`config.mk`:
```
export PLATFORM = sky130hd
export DESIGN_NAME = hazard_stall_unit_flat
export DESIGN_NICKNAME = d
export VERILOG_FILES = /design/src/rtl/hazard_stall_unit_if.sv /design/src/rtl/hazard_stall_unit.sv /design/src/flat_wrapper.sv
export SDC_FILE = /design/constraint.sdc
export NUM_CORES = 1
export LEC_CHECK = 0
export BUFFER_PORTS_ARGS = -buffer_cell sky130_fd_sc_hd__buf_4
export CAP_MARGIN = 20
export CORE_ASPECT_RATIO = 0.6
export CORE_MARGIN = 3
export CORE_UTILIZATION = 40
export CTS_CLUSTER_DIAMETER = 120
export DETAILED_ROUTE_END_ITERATION = 8
export PLACE_DENSITY = 0.8
export SYNTH_ARGS = -nofsm -noshare
export SYNTH_HDL_FRONTEND = slang
export SYNTH_SLANG_ARGS = --single-unit
```
`constraint.sdc`:
```
create_clock -name CLOCK -period 2.2 [get_ports CLOCK]
set_clock_uncertainty 0.1 [all_clocks]
set_input_delay 0.22 -clock CLOCK [delete_from_list [all_inputs] [get_ports CLOCK]]
set_output_delay 0.22 -clock CLOCK [all_outputs]
set_load 0.005 [all_outputs]
```
`src/rtl/hazard_stall_unit_if.sv`:
```
// Signal bundle between the ID-stage hazard unit and the pipeline registers it controls.
// The pipeline side drives the ID/EX and IF/ID observations; the unit drives the enables.
interface hazard_stall_unit_if;
   logic [31:0] Instruction_IN;
   logic        IDEX_MemRead;
   logic [4:0]  IDEX_RegT;
   logic        Branch_Taken;
   logic        PC_Write;
   logic        IFID_Write;
   logic        IDEX_Bubble;
   logic        IFID_Flush;
   logic [15:0] Stall_Total;
   logic [1:0]  State_Debug;

   modport master (
      output Instruction_IN, IDEX_MemRead, IDEX_RegT, Branch_Taken,
      input  PC_Write, IFID_Write, IDEX_Bubble, IFID_Flush, Stall_Total, State_Debug
   );

   modport slave (
      input  Instruction_IN, IDEX_MemRead, IDEX_RegT, Branch_Taken,
      output PC_Write, IFID_Write, IDEX_Bubble, IFID_Flush, Stall_Total, State_Debug
   );
endinterface

```
`src/rtl/hazard_stall_unit.sv`:
```
// Load-use / taken-branch stall and flush generator for the ID stage of a 5-stage MIPS pipe,
// with a saturating count of load-use stall cycles for performance debug.
module hazard_stall_unit #(
   parameter int LOAD_STALL    = 1,
   parameter int BRANCH_SQUASH = 1
) (
   input logic CLOCK,
   input logic RESET,
   hazard_stall_unit_if.slave hs
);

   typedef enum logic [1:0] {
      RUN    = 2'd0,
      STALL  = 2'd1,
      SQUASH = 2'd2
   } state_t;

   state_t      state, state_nxt;
   logic [1:0]  cnt, cnt_nxt;
   logic [15:0] stall_total;
   logic        stall_cycle;
   logic        hazard;
   logic        rt_used;
   logic [5:0]  op;
   logic [4:0]  rs, rt;

   assign op = hs.Instruction_IN[31:26];
   assign rs = hs.Instruction_IN[25:21];
   assign rt = hs.Instruction_IN[20:16];

   // Only R-type, beq, bne and sw actually read rt as a source operand.
   assign rt_used = (op == 6'h00) || (op == 6'h04) || (op == 6'h05) || (op == 6'h2B);
   assign hazard  = hs.IDEX_MemRead && (hs.IDEX_RegT != 5'd0) &&
                    ((hs.IDEX_RegT == rs) || (rt_used && (hs.IDEX_RegT == rt)));

   always_comb begin
      state_nxt      = state;
      cnt_nxt        = cnt;
      stall_cycle    = 1'b0;
      hs.PC_Write    = 1'b1;
      hs.IFID_Write  = 1'b1;
      hs.IDEX_Bubble = 1'b0;
      hs.IFID_Flush  = 1'b0;

      case (state)
         RUN: begin
            if (hs.Branch_Taken) begin
               hs.IDEX_Bubble = 1'b1;
               hs.IFID_Flush  = 1'b1;
               if (BRANCH_SQUASH == 2) begin
                  state_nxt = SQUASH;
                  cnt_nxt   = 2'd1;
               end
            end else if (hazard) begin
               stall_cycle    = 1'b1;
               hs.PC_Write    = 1'b0;
               hs.IFID_Write  = 1'b0;
               hs.IDEX_Bubble = 1'b1;
               if (LOAD_STALL > 1) begin
                  state_nxt = STALL;
                  cnt_nxt   = 2'(LOAD_STALL - 2);
               end
            end
         end
         STALL: begin
            // A taken branch squashes the stalled instruction, so the stall is moot.
            if (hs.Branch_Taken) begin
               hs.IDEX_Bubble = 1'b1;
               hs.IFID_Flush  = 1'b1;
               state_nxt      = (BRANCH_SQUASH == 2) ? SQUASH : RUN;
               cnt_nxt        = (BRANCH_SQUASH == 2) ? 2'd1 : 2'd0;
            end else begin
               stall_cycle    = 1'b1;
               hs.PC_Write    = 1'b0;
               hs.IFID_Write  = 1'b0;
               hs.IDEX_Bubble = 1'b1;
               if (cnt == 2'd0) state_nxt = RUN;
               else             cnt_nxt   = cnt - 2'd1;
            end
         end
         SQUASH: begin
            hs.IDEX_Bubble = 1'b1;
            hs.IFID_Flush  = 1'b1;
            state_nxt      = RUN;
            cnt_nxt        = 2'd0;
         end
         default: begin
            state_nxt = RUN;
            cnt_nxt   = 2'd0;
         end
      endcase

      if (RESET) begin
         stall_cycle    = 1'b0;
         hs.PC_Write    = 1'b0;
         hs.IFID_Write  = 1'b0;
         hs.IDEX_Bubble = 1'b1;
         hs.IFID_Flush  = 1'b1;
      end
   end

   always_ff @(posedge CLOCK) begin
      if (RESET) begin
         state       <= RUN;
         cnt         <= 2'd0;
         stall_total <= 16'd0;
      end else begin
         state <= state_nxt;
         cnt   <= cnt_nxt;
         if (stall_cycle && (stall_total != 16'hFFFF)) stall_total <= stall_total + 16'd1;
      end
   end

   assign hs.Stall_Total = stall_total;
   assign hs.State_Debug = state;

endmodule

```
`src/flat_wrapper.sv`:
```
// flat-port wrapper written by rule: the top's interface ports become plain ports
module hazard_stall_unit_flat 
#(
   parameter int LOAD_STALL    = 1,
   parameter int BRANCH_SQUASH = 1
)
  (CLOCK, RESET, hs_Instruction_IN, hs_IDEX_MemRead, hs_IDEX_RegT, hs_Branch_Taken, hs_PC_Write, hs_IFID_Write, hs_IDEX_Bubble, hs_IFID_Flush, hs_Stall_Total, hs_State_Debug);
  hazard_stall_unit_if hs_i ();
  input logic CLOCK;
  input logic RESET;
  input wire logic [$bits(hs_i.Instruction_IN)-1:0] hs_Instruction_IN;
  input wire logic [$bits(hs_i.IDEX_MemRead)-1:0] hs_IDEX_MemRead;
  input wire logic [$bits(hs_i.IDEX_RegT)-1:0] hs_IDEX_RegT;
  input wire logic [$bits(hs_i.Branch_Taken)-1:0] hs_Branch_Taken;
  output wire logic [$bits(hs_i.PC_Write)-1:0] hs_PC_Write;
  output wire logic [$bits(hs_i.IFID_Write)-1:0] hs_IFID_Write;
  output wire logic [$bits(hs_i.IDEX_Bubble)-1:0] hs_IDEX_Bubble;
  output wire logic [$bits(hs_i.IFID_Flush)-1:0] hs_IFID_Flush;
  output wire logic [$bits(hs_i.Stall_Total)-1:0] hs_Stall_Total;
  output wire logic [$bits(hs_i.State_Debug)-1:0] hs_State_Debug;
  assign hs_i.Instruction_IN = hs_Instruction_IN;
  assign hs_i.IDEX_MemRead = hs_IDEX_MemRead;
  assign hs_i.IDEX_RegT = hs_IDEX_RegT;
  assign hs_i.Branch_Taken = hs_Branch_Taken;
  assign hs_PC_Write = hs_i.PC_Write;
  assign hs_IFID_Write = hs_i.IFID_Write;
  assign hs_IDEX_Bubble = hs_i.IDEX_Bubble;
  assign hs_IFID_Flush = hs_i.IFID_Flush;
  assign hs_Stall_Total = hs_i.Stall_Total;
  assign hs_State_Debug = hs_i.State_Debug;
  hazard_stall_unit #(.LOAD_STALL(LOAD_STALL), .BRANCH_SQUASH(BRANCH_SQUASH)) u_core (.CLOCK(CLOCK), .RESET(RESET), .hs(hs_i));
endmodule
```
# Word-level counts from Yosys, hierarchy flattened
# Index checks and enable logic that the tools add are counted.
[op_classes]
n_addsub = 2
mul = 0
div = 0
magnitude_cmp = 0
eq_ne = 10
shift = 0
n_mux = 21
bitwise_logic = 1
reduce_logical = 16
[op_table]
columns = ["operator", "n"]
rows = [
  ["$add 16x1->16 const B", 1],
  ["$ne 16x16->1 const B", 1],
  ["$eq 6x3->1 const B", 2],
  ["$mux 1", 11],
  ["$eq 5x5->1", 2],
  ["$mux 2", 4],
  ["$pmux 1 s2", 4],
  ["$pmux 2 s2", 2],
  ["$eq 6x6->1 const B", 1],
  ["$logic_not 6->1", 1],
  ["$reduce_bool 5->1", 1],
  ["$logic_and 1x1->1", 4],
  ["$logic_not 2->1", 2],
  ["$logic_or 1x1->1", 4],
  ["$reduce_and 2->1", 2],
  ["$reduce_or 2->1", 2],
  ["$ne 3x2->1 const B", 1],
  ["$ne 3x3->1 const B", 1],
  ["$eq 2x1->1 const B", 1],
  ["$eq 2x2->1 const B", 1],
  ["$sub 2x1->2 const B", 1],
  ["$not 1->1", 1],
]
[totals]
ff_bits = 20
latchBits = 0
ramBits = 0
romBits = 0
inputBits = 41
out_inout_bits = 22
elab_cells = 53
n_memories = 0

# Longest topological paths before layout
# Gate-level depths: netlist (run 1).
[logic_depth]
word_depth = 12
ltp_mapped = 8
mapped_depth_nobuf = 7

# Least setup slack after synthesis (run 1)
# No wires, ideal clock.
[synth_path]
path_kind = "register -> register"
from = "reg u_core.stall_total[0], in the netlist u_core.hs.Stall_Total[0]"
to = "reg u_core.stall_total[13], in the netlist u_core.hs.Stall_Total[13]"
setup_time_ns = 0.070
arrival_time_ns = 1.828
t_required_ns = 2.030
setup_slack_ns = 0.201
path_stages_with_launch = 8
n_path_buf = 0
period_less_slack_ns = 1.999
cell_sequence = "dfxtp_1 -> ha_1 -> nand2_1 -> nor4_1 -> a21oi_1 -> nand4_1 -> or4_1 -> a21oi_1"
[synth_between]
elab_chain_len = 2
word_cells_on_any_way = 3
classes_between = "1 x add/sub; 1 x eq/ne; 1 x reduce/logical"
[synth_lines]
columns = ["element", "line_no", "rtl"]
rows = [
  ["start: declaration", "hazard_stall_unit.sv:20", "logic [15:0] stall_total;"],
  ["start signal: assignment", "hazard_stall_unit.sv:110", "if (stall_cycle && (stall_total != 16'hFFFF)) stall_total <= stall_total + 16'd1;"],
  ["parallel branches: the longest is 2 deep, another holds $add 16x1->16", "n/a", ""],
]
# Parallel ways; which one is timed is not known.
# A chain may end at the register's enable or synchronous reset.

# Worst setup path in the final report (run 1)
[layout_path]
from = "in hs_IDEX_RegT[3]"
to = "out hs_IFID_Write"
[layout_between]
elab_chain_len = 8
word_cells_on_any_way = 11
classes_between = "2 x eq/ne; 4 x mux; 5 x reduce/logical"
[layout_lines]
columns = ["element", "line_no", "rtl"]
rows = [
  ["start: declaration", "flat_wrapper.sv:13", "input wire logic [$bits(hs_i.IDEX_RegT)-1:0] hs_IDEX_RegT;"],
  ["$eq 5x5->1", "hazard_stall_unit.sv:34", "((hs.IDEX_RegT == rs) || (rt_used && (hs.IDEX_RegT == rt)));"],
  ["$logic_and 1x1->1", "hazard_stall_unit.sv:34", ""],
  ["$logic_or 1x1->1", "hazard_stall_unit.sv:34", ""],
  ["$logic_and 1x1->1 (*)", "hazard_stall_unit.sv:33", "assign hazard = hs.IDEX_MemRead && (hs.IDEX_RegT != 5'd0) &&"],
  ["$mux 1 (*)", "hazard_stall_unit.sv:54", "end else if (hazard) begin"],
  ["$mux 1 (*)", "hazard_stall_unit.sv:47", "if (hs.Branch_Taken) begin"],
  ["$pmux 1 s2 (*)", "hazard_stall_unit.sv:45", "case (state)"],
  ["$mux 1 (*)", "hazard_stall_unit.sv:93", "if (RESET) begin"],
  ["end: declaration", "flat_wrapper.sv:16", "output wire logic [$bits(hs_i.IFID_Write)-1:0] hs_IFID_Write;"],
]
# Mark *: on every way between the ends. The rest lies on a longest branch, timed or not.

==> results of run 1 <==
worst max path at each step:
stage | startpoint | end | slack [ns]
2_1_floorplan | u_core.hs.Stall_Total[0] | u_core.hs.Stall_Total[13] | 0.20
3_3_place_gp | hs_IDEX_RegT[3] | u_core.hs.Stall_Total[5] | -0.03
3_5_place_dp | hs_IDEX_RegT[3] | u_core.hs.Stall_Total[5] | -0.05
4_1_cts | hs_IDEX_RegT[0] | hs_IFID_Write | 0.03
5_1_grt | u_core.hs.Stall_Total[0] | u_core.hs.Stall_Total[13] | 0.0003
6_report | hs_IDEX_RegT[3] | hs_IFID_Write | 0.13
routing by layer:
metal  up-vias  GRT usage, %  wire (µm)
li1        576             -          -
met1       548          25.0       1320
met2        47          29.8       1350
met3         4          5.33        200
met4         0          5.24         32
met5         -             0          0
power breakdown:
part           internal, mW  switching (mW)
clock network         0.121          0.0970
registers             0.290       0.0000807
logic                0.0497          0.0409
cell families (layout without fill, tap and decap cells):
family / Yosys count / in the layout / synth area share [%]
mux: 3 / 3 / 3.35
xor+xnor: 10 / 10 / 8.69
buf+inv: 12 / 60 / 6.45
flops: 16 / 16 / 31.8
simple gates: 58 / 58 / 30.9
other cells: 1 / 2 / 0.372
compound gates: 31 / 31 / 17.2
fa+ha+maj: 1 / 1 / 1.24
worst min-delay path, delay by kind of cell:
family                 cells  cell delay, ns
buffers and inverters      2            0.31
AOI/OAI and AO/OA          1            0.06
final cells by class:
class,count,area [µm²],share of cell area [%]
Multi-Input combinational cell,105,638,44.0
Timing Repair Buffer,53,398,27.4
Sequential cell,16,320,22.1
Clock buffer,3,41.3,2.85
Tap cell,30,37.5,2.59
Inverter,4,15.0,1.04
placed cells by master (no fill, tap or decap):
cell type	count
o211ai_1	1
conb_1	2
nor3_1	2
nor4_1	2
or3_1	8
xor2_1	8
a21oi_2	1
nor4_2	1
nand2b_1	1
nand4_1	6
nand3_1	6
nor2b_1	3
o21ai_0	9
buf_4	53
ha_1	1
dfxtp_1	16
a21oi_1	13
xnor2_1	2
o31ai_1	4
o21bai_1	1
nand2_1	9
a31oi_1	1
nor4b_1	1
mux2_2	3
clkbuf_8	3
or4_1	5
nor3b_1	2
a21o_2	1
nor2_1	12
inv_1	4
stage by stage:
stage                     util, %  setup WS (ns)
final                        63.7          0.128
after detailed placement     61.4        -0.0481
after global placement       61.4        -0.0260
after global routing         63.7       0.000312
after CTS                    63.2         0.0310
after floorplan                 -          0.201
==> metrics.yaml, run 1 <==
finish:
  layout.nets: 225
  largest_register_ffs: 16
  finish.cell_count_without_fillers: 211
  drive_above_1_share_pct: 34.3
  diodes: 0
  area_growth_synth_to_finish_pct: 43.8
  final.fill_count: 195
  finalInstanceArea_um2: 1450
cts:
  tritoncts_clock_tree: "done"
  cts_buffers: 3
  depth_of_the_cts_h_tree: 1
  cts_hold_repair.buffers: 0
  post_cts.repair.setup_buffers: 0
  clock_sinks: 16
  cts-root-buf: "clkbuf_8"
  clk_path_buf_depth: 2
  cts_repair_resize_count: 0
  clkTransAtPathRegs_ns: 0.06
  worstSkewPairLatency_ns: 0.25
global_route:
  grt_overflow_total: 0
  grt_first_pass_wirelength_um: 4690
  grt_pass1_vias: 1044
  antenna_found_initial: 0
  grt_max_degree: 20
  groute.usage.overall_pct: 18.7
yosys:
  synth-async-reset-ratio_pct: 0
  synth.area.top_cells: "dfxtp_1 (32%), a21oi_1 (6.9%), xor2_1 (6.9%), or3_1 (5.0%), o21ai_0 (4.5%)"
  ys_top_cells_by_count: "dfxtp_1 (16), a21oi_1 (14), nor2_1 (12)"
  synth-edff-count: 0
  synth.most_common_cell: "dfxtp_1"
  ys_ff_latch: 16
  synth.yosys.warnings: 0
  post_synth_num_cell_types: 30
  synthCells: 132
  netlist.top_cell.by_area: "dfxtp_1"
  synthFlopType: "dfxtp_1"
  synth.top_cell.area_share_pct: 31.8
  syn-cell-area_um2: 1010
  synth-seq-area-share_pct: 31.8
  syn-mean-instance-area_um2: 7.64
timing:
  finalMaxSlewViolations: 0
  layout_worst_path_cycle_share_pct: 94.2
  final_setup_viols: 0
  hold_slack_ns: 0.288
  fin_setup_tns_ns: 0
  finalHoldViolCount: 0
  period_needed_ns: 2.07
  grt_setup_unrepaired: "false"
  highest_clock_frequency_the_design_can_meet_mhz: 483
drt:
  finalWirelength_um: 2900
  avgViaCountPerCell: 5.57
  drt-wirelength-per-cell_um: 13.7
  violation_count_after_the_first_detailed_route_iteration: 96
  drcViolationCount: 0
  via_count: 1175
  route.antenna.remaining_nets: 0
  drtPass1Iterations: 4
setup_path:
  cell_mode_on_critical_path: "buf_4"
  maximum_single_stage_delay_on_the_critical_path_ns: 0.33
  rr_endpoint: "u_core.hs.Stall_Total[15]"
  startpoint_type: "input port"
  r2r_start: "u_core.hs.Stall_Total[0]"
  critical_path_arrival_ns: 1.75
  top_fanout_value_on_the_critical_path: 13
  timing.setup.critical_path_class: "input port to primary output"
  crit_family: "compound AO/OA/AOI/OAI gates"
  setup.reg_to_reg.worst_slack_ns: 0.13
  timing.critical_path.slowest_stage_cell: "a21o_2"
  timing.reg2reg.worst_path_depth: 8
  cp.depth: 9
  crit_path_required_time_ns: 1.88
  buf_inv_on_cp: 3
  worst_setup_path_end_kind: "primary output"
  critical_path.cell_chain: "buf_4 > xor2_1 > nor4_2 > o211ai_1 > a21o_2 > buf_4 > nor2_1 > nor2_1 > buf_4"
job:
  maxCapViolations: 0
floorplanning:
  die_x_um: 70.8
  fp.dieArea_um2: 3180
  chip_height_um: 44.9
  std_cell_rows: 13
  io-pin-count: 63
  floorplan.initialDensity_pct: 44.3
  floorplan.core_area_um2: 2280
pwr:
  vdd_ir_drop_max_uv: 292
  pwr_dens_nw_per_um2: 413
  power.static_leakage_nw: 0.564
  finalPower_mw: 0.599
placement:
  place.gp.congestion: 0.786
  detailed_place_hpwl_um: 2290
  placed_cells_incl_taps: 208
  buffer_ports.inserted: 44
  dpl-instance-area_um2: 1400
hold_path:
  worst_hold_depth: 3
  hold-path-endpoint: "u_core.hs.Stall_Total[6]"
  worstHoldStart: "RESET"
  hold_path.class: "input port to flop"
status:
  run_status: "finished, final reports clean"
No activity file was read; power rests on OpenSTA's default activity.
==> run 2: changes to the inputs <==
--- a/config.mk
+++ b/config.mk
@@ -8,10 +8,10 @@
 export BUFFER_PORTS_ARGS = -buffer_cell sky130_fd_sc_hd__buf_4
 export CAP_MARGIN = 20
 export CORE_ASPECT_RATIO = 0.6
-export CORE_MARGIN = 3
 export CORE_UTILIZATION = 40
 export CTS_CLUSTER_DIAMETER = 120
 export DETAILED_ROUTE_END_ITERATION = 8
+export MAX_ROUTING_LAYER = met4
 export PLACE_DENSITY = 0.8
 export SYNTH_ARGS = -nofsm -noshare
 export SYNTH_HDL_FRONTEND = slang
==> metrics.yaml, run 2 (synthesis results as in run 1) <==
status:
  run_status: "finished, final reports clean"
global_route:
  grt_first_pass_wirelength_um: 4290  # -8.5%
  groute.usage.overall_pct: 22.6  # +3.9 points
  grt_max_degree: 20  # unchanged
  grt_overflow_total: 0  # unchanged
  grt_pass1_vias: 998  # -4.4%
  antenna_found_initial: 0  # unchanged
pwr:
  sw_frac_of_total_pct: 22.4  # -0.66 points
  power.static_leakage_nw: 0.566  # +0.23%
  vdd_ir_drop_max_uv: 314  # +7.6%
  switchingPower_mw: 0.144  # +4.0%
  share_comb_of_total_power_pct: 13.5  # -1.6 points
  clock_power_share_pct: 41.3  # +4.8 points
  pwr_dens_nw_per_um2: 440  # +6.7%
  seq_power_share_pct: 45.2  # -3.2 points
  cellInternalPower_mw: 0.498  # +8.0%
floorplanning:
  chip_height_um: 40.9  # -8.9%
  io-pin-count: 63  # unchanged
  floorplan.initialDensity_pct: 44.3  # unchanged
  floorplan.core_area_um2: 2280  # unchanged
  fp.dieArea_um2: 2730  # -14%
  std_cell_rows: 13  # unchanged
  die_x_um: 66.8  # -5.6%
setup_path:
  crit_family: "simple AND/OR/NAND/NOR gates"
  setup.reg_to_reg.worst_slack_ns: 0.13  # about the same
  maximum_single_stage_delay_on_the_critical_path_ns: 0.34  # about the same
  timing.critical_path.slowest_stage_cell: "nor4_1"
  timing.setup.critical_path_class: "input port to primary output"
  worst_setup_path_end_kind: "primary output"
  critical_path.cell_chain: "buf_4 > xor2_1 > nor4_1 > o211ai_1 > a21o_2 > buf_4 > nor2_1 > nor2_1 > buf_4"
  startpoint_type: "input port"
  critical_path_arrival_ns: 1.75  # about the same
  buf_inv_on_cp: 3  # unchanged
  crit_path_required_time_ns: 1.88  # about the same
  top_fanout_value_on_the_critical_path: 12  # -1
  cell_mode_on_critical_path: "buf_4"
placement:
  detailed_place_hpwl_um: 2210  # -3.7%
  buffer_ports.inserted: 44  # unchanged
  dpl-instance-area_um2: 1390  # -0.54%
  place.gp.congestion: 0.779  # -0.94%
finish:
  layout.area.seq_um2: 320  # unchanged
  largest_register_ffs: 16  # unchanged
  diodes: 0  # unchanged
  layout.nets: 224  # -0.44%
  layout.cells.most_common: "buf_4"
  drive_above_1_share_pct: 34.3  # unchanged
  most-common-layout-cells: "buf_4 (52), dfxtp_1 (16), a21oi_1 (13)"
  final.fill_count: 207  # +6.2%
  finalInstanceArea_um2: 1460  # +0.43%
  area_growth_synth_to_finish_pct: 44.4
  multi_input_combinational_cell_area_um2: 638  # unchanged
drt:
  route.antenna.remaining_nets: 0  # unchanged
  via_count: 1136  # -3.3%
  violation_count_after_the_first_detailed_route_iteration: 30  # -69%
  avgViaCountPerCell: 5.38  # -3.3%
  drtPass1Iterations: 4  # unchanged
  drt-wirelength-per-cell_um: 13.3  # -3.2%
  finalWirelength_um: 2810  # -3.2%
  drcViolationCount: 0  # unchanged
job:
  maxCapViolations: 0  # unchanged
cts:
  clk_path_buf_depth: 2  # unchanged
  depth_of_the_cts_h_tree: 1  # unchanged
  cts-root-buf: "clkbuf_8"
  clock_sinks: 16  # unchanged
  clkTransAtPathRegs_ns: 0.06  # about the same
  worstSkewPairLatency_ns: 0.25  # about the same
  cts_buffers: 3  # unchanged
  tritoncts_clock_tree: "done"
timing:
  highest_clock_frequency_the_design_can_meet_mhz: 482  # about the same
  layout_worst_path_cycle_share_pct: 94.2  # about the same
  finalHoldViolCount: 0  # unchanged
  period_needed_ns: 2.07  # +0.00129 ns
  final_setup_viols: 0  # unchanged
  finalMaxSlewViolations: 0  # unchanged
  hold_slack_ns: 0.281  # -0.00708 ns
hold_path:
  hold_path.class: "input port to flop"
==> run 2: changes by cell type in the layout (fill, tap and decap cells not counted) <==
cell / change
clkbuf_8: +1
buf_4: -1
==> run 2: timing repair <==
item                                    in CTS  in global routing
gates resized for setup                      0                  3
hold buffers                                 0                  0
buffers inserted                             0                  0
hold endpoints to repair                     0                  0
endpoints found under the setup margin       0                 15
==> run 2: layer usage <==
layer  track usage (%)  wire length [µm]  vias up
met1              24.6              1360      533
met2              42.9              1300       31
li1                  -                 -      570
met4              3.72                14        0
met5                 -                 0        -
met3              6.67               131        2
==> run 2: cell type report <==
class | instances | area share, %
inverters | 4 | 1.03
repair buffers | 52 | 26.8
flip-flops and latches | 16 | 22.0
well taps | 30 | 2.58
multi-input cells | 105 | 43.8
clock buffers | 4 | 3.78
==> run 2: worst paths after layout <==
kind,endpoint,from,cells past startpoint
max,hs_IFID_Write,hs_IDEX_RegT[3],9
min reg2reg,u_core.hs.Stall_Total[10],u_core.hs.Stall_Total[10],2
min,u_core.hs.Stall_Total[6],RESET,3
max reg2reg,u_core.hs.Stall_Total[14],u_core.hs.Stall_Total[1],7
==> run 2: tightest hold or removal path: stages <==
cell and delay [ns]:
buf_4 0.08, buf_4 0.22, a21oi_1 0.06
==> run 2: through the flow <==
step / utilization (%) / worst slack [ns] / power [mW] / TNS [ns] / std cells
2_1_floorplan: - / 0.201 / 0.333 / 0 / 133
3_3_place_gp: 61.0 / -0.0243 / 0.380 / -0.0355 / 207
3_5_place_dp: 61.0 / -0.0567 / 0.382 / -0.154 / 207
4_1_cts: 63.5 / 0.0413 / 0.648 / 0 / 211
5_1_grt: 64.0 / -0.00880 / 0.668 / -0.0170 / 211
6_report: 64.0 / 0.127 / 0.641 / 0 / 211
==> run 2: power groups by stage <==
stage	Combinational (mW)	Clock (mW)	Sequential, mW
after global routing	0.0931	0.285	0.290
after detailed placement	0.0860	0	0.296
after global placement	0.0834	0	0.296
final	0.0865	0.265	0.290
after CTS	0.0863	0.272	0.290
after floorplan	0.0363	0	0.296
